<file path="config.mk">
export PLATFORM = sky130hd
export DESIGN_NAME = lsu_load_queue
export DESIGN_NICKNAME = d
export VERILOG_FILES = /design/src/rtl/lsu_load_queue_pkg.sv /design/src/rtl/lsu_prio_pick.sv /design/src/rtl/lsu_load_queue.sv
export SDC_FILE = /design/constraint.sdc
export NUM_CORES = 1
export LEC_CHECK = 0
export ABC_AREA = 1
export CELL_PAD_IN_SITES_DETAIL_PLACEMENT = 0
export CELL_PAD_IN_SITES_GLOBAL_PLACEMENT = 1
export CORE_MARGIN = 5
export CORE_UTILIZATION = 37
export CTS_CLUSTER_DIAMETER = 40
export DETAILED_ROUTE_END_ITERATION = 7
export PLACE_DENSITY = 0.83
export REMOVE_ABC_BUFFERS = 1
export SYNTH_ARGS = -nofsm -noshare
export SYNTH_HDL_FRONTEND = slang
export SYNTH_SLANG_ARGS = --single-unit
</file>
<file path="constraint.sdc">
create_clock -name clk -period 2.9 [get_ports clk]
set_input_delay 0.58 -clock clk [delete_from_list [all_inputs] [get_ports clk]]
set_output_delay 0.58 -clock clk [all_outputs]
set_load 0.05 [all_outputs]
</file>
<file path="src/rtl/lsu_load_queue_pkg.sv">
// Shared types and helpers for the LSU load queue.
package lsu_pkg;

  localparam int LQ_HIT_LAT_DEF  = 2;
  localparam int LQ_MISS_LAT_DEF = 20;

  // Entry storage is sized for the widest supported configuration.
  localparam int LQ_ROB_MAX = 8;
  localparam int LQ_VA_MAX  = 32;

  typedef struct packed {
    logic                  valid;
    logic                  miss;
    logic [LQ_ROB_MAX-1:0] rob;
    logic [LQ_VA_MAX-1:0]  va;
    logic [5:0]            cnt;
  } lq_entry_t;

  function automatic logic lq_pred_miss(input logic [1:0] pc_21);
    return (pc_21 == 2'b00);
  endfunction

endpackage

</file>
<file path="src/rtl/lsu_prio_pick.sv">
// Lowest-index one-hot picker with an any-set flag.
module lsu_prio_pick #(
  parameter int N = 4
) (
  input  logic [N-1:0] req,
  output logic [N-1:0] grant,
  output logic         any
);

  assign grant = req & (~req + N'(1));
  assign any   = |req;

endmodule

</file>
<file path="src/rtl/lsu_load_queue.sv">
// Out-of-order load queue with per-entry latency down-counters.
// Optional LSU_STATS_EN adds saturating hit/miss acceptance counters.
module lsu_load_queue
  import lsu_pkg::*;
#(
  parameter int DEPTH    = 4,
  parameter int PC_W     = 15,
  parameter int ADDR_W   = 16,
  parameter int DATA_W   = 16,
  parameter int ROB_W    = 4,
  parameter int HIT_LAT  = LQ_HIT_LAT_DEF,
  parameter int MISS_LAT = LQ_MISS_LAT_DEF
) (
  input  logic              clk,
  input  logic              rst_n,
  input  logic              flush,
  input  logic              in_valid,
  output logic              in_ready,
  input  logic [PC_W-1:0]   in_pc,
  input  logic [ADDR_W-1:0] in_va,
  input  logic [ROB_W-1:0]  in_rob_index,
  output logic [ADDR_W-1:0] l1_addr,
  input  logic [DATA_W-1:0] l1_data,
  output logic [ADDR_W-1:0] mem_addr,
  input  logic [DATA_W-1:0] mem_data,
  output logic              out_valid,
  input  logic              out_ready,
  output logic [ROB_W-1:0]  out_rob_index,
`ifdef LSU_STATS_EN
  output logic [15:0]       stat_hits,
  output logic [15:0]       stat_misses,
`endif
  output logic [DATA_W-1:0] out_data
);

  localparam logic [5:0] HIT_CNT  = 6'(HIT_LAT);
  localparam logic [5:0] MISS_CNT = 6'(MISS_LAT);

  lq_entry_t q [DEPTH];

  logic [DEPTH-1:0] free_vec, ready_vec, free_oh, ready_oh;
  logic             has_free, any_ready;
  logic             accept, retire, new_miss;
  logic             sel_miss;
  logic [ADDR_W-1:0] sel_va;
  logic             unused_pc;

  always_comb begin
    free_vec  = '0;
    ready_vec = '0;
    for (int i = 0; i < DEPTH; i++) begin
      free_vec[i]  = !q[i].valid;
      ready_vec[i] = q[i].valid && (q[i].cnt == 6'd0);
    end
  end

  lsu_prio_pick #(.N(DEPTH)) u_alloc (.req(free_vec),  .grant(free_oh),  .any(has_free));
  lsu_prio_pick #(.N(DEPTH)) u_sel   (.req(ready_vec), .grant(ready_oh), .any(any_ready));

  assign unused_pc = ^in_pc;
  assign new_miss  = lq_pred_miss(in_pc[2:1]);
  assign in_ready  = has_free;
  assign accept    = in_valid && has_free && !flush;
  assign retire    = any_ready && out_ready;
  assign out_valid = any_ready;

  always_comb begin
    sel_miss      = 1'b0;
    sel_va        = '0;
    out_rob_index = '0;
    for (int i = 0; i < DEPTH; i++) begin
      if (ready_oh[i]) begin
        sel_miss      = q[i].miss;
        sel_va        = ADDR_W'(q[i].va);
        out_rob_index = ROB_W'(q[i].rob);
      end
    end
  end

  assign l1_addr  = sel_miss ? '0 : sel_va;
  assign mem_addr = sel_miss ? sel_va : '0;
  assign out_data = !any_ready ? '0 : (sel_miss ? mem_data : l1_data);

  // Allocation uses the registered free vector, so a slot retired this cycle
  // only becomes allocatable on the following cycle.
  always_ff @(posedge clk or negedge rst_n) begin
    if (!rst_n) begin
      for (int i = 0; i < DEPTH; i++) q[i] <= '0;
    end else begin
      for (int i = 0; i < DEPTH; i++) begin
        if (flush) begin
          q[i].valid <= 1'b0;
        end else begin
          if (q[i].valid && (q[i].cnt != 6'd0)) q[i].cnt <= q[i].cnt - 6'd1;
          if (retire && ready_oh[i]) q[i].valid <= 1'b0;
          if (accept && free_oh[i]) begin
            q[i].valid <= 1'b1;
            q[i].miss  <= new_miss;
            q[i].rob   <= LQ_ROB_MAX'(in_rob_index);
            q[i].va    <= LQ_VA_MAX'(in_va);
            q[i].cnt   <= new_miss ? MISS_CNT : HIT_CNT;
          end
        end
      end
    end
  end

`ifdef LSU_STATS_EN
  always_ff @(posedge clk or negedge rst_n) begin
    if (!rst_n) begin
      stat_hits   <= '0;
      stat_misses <= '0;
    end else if (accept) begin
      if (new_miss && (stat_misses != 16'hFFFF)) stat_misses <= stat_misses + 16'd1;
      if (!new_miss && (stat_hits != 16'hFFFF))  stat_hits   <= stat_hits + 16'd1;
    end
  end
`endif

endmodule

</file>
==> results.sh <==
export IMPL_ys_ff_latch=112
export IMPL_syn_area_sq_um=6073
export IMPL_cts_buffer_depth=2
export IMPL_dpl_cell_area_sq_um=8004
export IMPL_synth_fa_ha_area_share_pct=1.236
export IMPL_wl_microns=18260
export IMPL_grt_pass1_vias=5478
export IMPL_clk_latency_ps=350
export IMPL_synthMuxAreaShare_pct=0
export IMPL_worstSetupPathType="reg2out"
export IMPL_path_cells="inv_2, ha_4, nand2_4, nor2_4, nand2_4, nand2_2, nand2_2, nand2_2, nand3_4, buf_12, clkbuf_16, nand3_2, nand2_2, nor2_4, buf_12"
export IMPL_synth_compound_area_share_pct=15.37
export IMPL_finalSetupViolations=16
export IMPL_yosysWarnings=0
export IMPL_maxCapViolations=0
export IMPL_synth_area_leaders="dfrtp_1 (46%), nand2_1 (13%), o21ai_0 (8.2%)"
export IMPL_layout_min_cycle_time_ps=2965
export IMPL_port_buffers=112
export IMPL_ir_drop_mv=0.3651
export IMPL_drive_above_1_share_pct=31.13
export IMPL_die_h_microns=138.1
export IMPL_finClkSkew_ps=4.707
export IMPL_tightest_slew_ps=742.8
export IMPL_min_period_over_period_pct=102.3
export IMPL_vias=5793
export IMPL_end_kind="output pin"
export IMPL_critPathMaxStageDelay_ps=400
export IMPL_hpwl_microns=10870
export IMPL_place_congestion=0.7946
export IMPL_start_util_pct=37.96
export IMPL_start_kind="flip-flop"
export IMPL_die_x_microns=138.1
export IMPL_crit_fanout=8
export IMPL_die_area_sq_um=19080
export IMPL_cts_reportedPaths_clkPinSlew_ps=70
export IMPL_vias_per_cell=5.020
export IMPL_detail_route_wl_per_cell_microns=15.82
export IMPL_critPathRequiredTime_ps=2320
export IMPL_synthSimpleGateAreaFrac_pct=25.79
export IMPL_grt_ovfl_total=0
export IMPL_syn_inst=795
export IMPL_io_pins=126
export IMPL_max_slew_margin_pct=50.48
export IMPL_setup_slack_ps=-65.42
export IMPL_largest_registers="q x112"
export IMPL_drc_errors=0
export IMPL_rows=46
export IMPL_multi_input_area_sq_um=3369
export IMPL_synth_xor_area_share_pct=1.154
export IMPL_hold_viol_final=0
export IMPL_synth_seq_area_share_pct=46.15
export IMPL_cellPowerDensity_nw_per_um2=530.5
export IMPL_hold_buffers=0
export IMPL_ys_types=30
export IMPL_coreArea_sq_um=16000
export IMPL_synth_commonest_cells="nand2_1 (217), dfrtp_1 (112), o21ai_0 (99)"
export IMPL_synth_most_common_cell="nand2_1"
export IMPL_cts_buffers=9
export IMPL_grt_max_degree=60
export IMPL_arrival_ps=2390
export IMPL_cp_common_cell="nand2_2"
export IMPL_synth_edff_count=0
export IMPL_antenna_found_initial=0
export IMPL_postLayoutCellArea_sq_um=9482
export IMPL_htreeDepth=3
export IMPL_hold_class="in2async"
export IMPL_seqCellArea_sq_um=2803
export IMPL_synthToLayoutAreaGrowth_pct=56.12
export IMPL_syn_mean_instance_area_sq_um=7.639
export IMPL_grt_pass1_wl_microns=27810
export IMPL_cp_slowest_cell="dfrtp_1"
export IMPL_fillerInstances=1376
export IMPL_rsz0062_at_grt="true"
export IMPL_synth_top_family_by_area="simple AND/OR/NAND/NOR gates"
export IMPL_status="finished with violations"
export IMPL_postSynth_asyncResetShare_pct=100.0
export IMPL_layout_nets=1011
export IMPL_ys_flop_type="dfrtp_1"
export IMPL_dr_first_iter_drc_count=383
export IMPL_p_leak_uw=0.004291
export IMPL_top_register="q"
export IMPL_clockRootBuffer="clkbuf_16"
export IMPL_netlist_top_cell_by_area="dfrtp_1"
export IMPL_drtAntennaViolNets=0
export IMPL_violations="negative setup slack"
export IMPL_max_freq_mhz=337.2
export IMPL_diodes=0
export IMPL_synth_top_area_share_pct=46.15
export IMPL_cts_sinks=112
export IMPL_cts_tree="yes"
export IMPL_track_usage_pct=17.32
export IMPL_whs_ps=37.92
export IMPL_dr_pass1_iters=5
export IMPL_report_final_slew_viol_count=0
export IMPL_largest_reg_flops=112
## worst max-delay path: cells and delay by family (launching register included)
kind | cells | cell delay, ps
simple gates | 10 | 920
fa+ha+maj | 1 | 140
flops | 1 | 400
buf+inv | 4 | 570
## layout by cell type (no fill, tap or decap), types with 7 or more instances in the layout
master / Yosys / layout
nand2_1: 217 / 197
dfrtp_1: 112 / 112
o21ai_0: 99 / 98
inv_1: 92 / 71
buf_12: 0 / 59
clkdlybuf4s50_1: 0 / 58
nand3_1: 72 / 52
buf_4: 10 / 33
inv_2: 7 / 26
nand2_2: 8 / 23
nor2_1: 39 / 22
nor2_4: 0 / 20
nand3_2: 3 / 19
a21oi_4: 0 / 16
a21oi_2: 16 / 15
clkbuf_16: 0 / 15
o21ai_2: 1 / 13
o21ai_1: 24 / 9
nand4_1: 7 / 7
buf_6: 4 / 7
## timing repair
item	CTS	global route
pin swaps	15	27
gates resized for setup	59	136
gates cloned	2	9
buffers inserted	12	7
endpoints found under the setup margin	52	52
## path summary, 6_finish.rpt
check	from	endpoint	slack, ps	depth (start not counted)
setup / recovery	q[145]$_DFFE_PN0P_	out_data[3]	-70	15
setup reg to reg	q[191]$_DFFE_PN0P_	q[49]$_DFFE_PN0P_	920	12
max in group asynchronous	rst_n	q[57]$_DFFE_PN0P_	2090	2
min in group clk	q[190]$_DFFE_PN0P_	q[190]$_DFFE_PN0P_	480	2
hold / removal	rst_n	q[88]$_DFFE_PN0P_	40	1
hold reg to reg	q[190]$_DFFE_PN0P_	q[190]$_DFFE_PN0P_	480	2
## final cells by class
type | count | share of cell area, %
Timing Repair Buffer | 169 | 24.82
Inverter | 99 | 3.998
Multi-Input combinational cell | 542 | 35.54
Clock buffer | 10 | 2.520
Tap cell | 216 | 2.850
Clock inverter | 6 | 0.7126
Sequential cell | 112 | 29.56
## metal layers
layer | part of all wire [%] | vias to the layer above | track usage, %
li1 | - | 2839 | -
met1 | 45 | 2789 | 23.75
met2 | 49 | 146 | 28.52
met3 | 4.1 | 19 | 2.552
met4 | 1.6 | 0 | 5.200
met5 | 0 | - | 0
## logic make-up (layout without fill, tap and decap cells)
| kind of cell | Yosys count | count (layout) |
|---|---|---|
| buf+inv | 141 | 284 |
| fa+ha+maj | 6 | 6 |
| flops | 112 | 112 |
| xor+xnor | 8 | 8 |
| simple gates | 359 | 359 |
| compound gates | 169 | 169 |
## where the power goes
group	switching, uW	internal (uW)	leakage [uW]
logic	889	701	0.00272
registers	235	1910	0.00142
clock network	595	698	0.000145
total	1720	3310	0.00429
## metrics by stage
stage                     cells  TNS, ps  power, uW  setup slack [ps]  util, %
final                      1154   -626.2       5030            -65.42    59.26
after global routing       1154    -4937       5344            -185.9    59.26
after CTS                  1138   -923.9       4808            -42.59    54.32
after detailed placement   1108        0       3428             154.2    50.02
after global placement     1108        0       3387             176.8    50.02
after floorplan             753   -17210       2930            -415.2        -
Note: power is estimated with default switching activity, not from simulation.
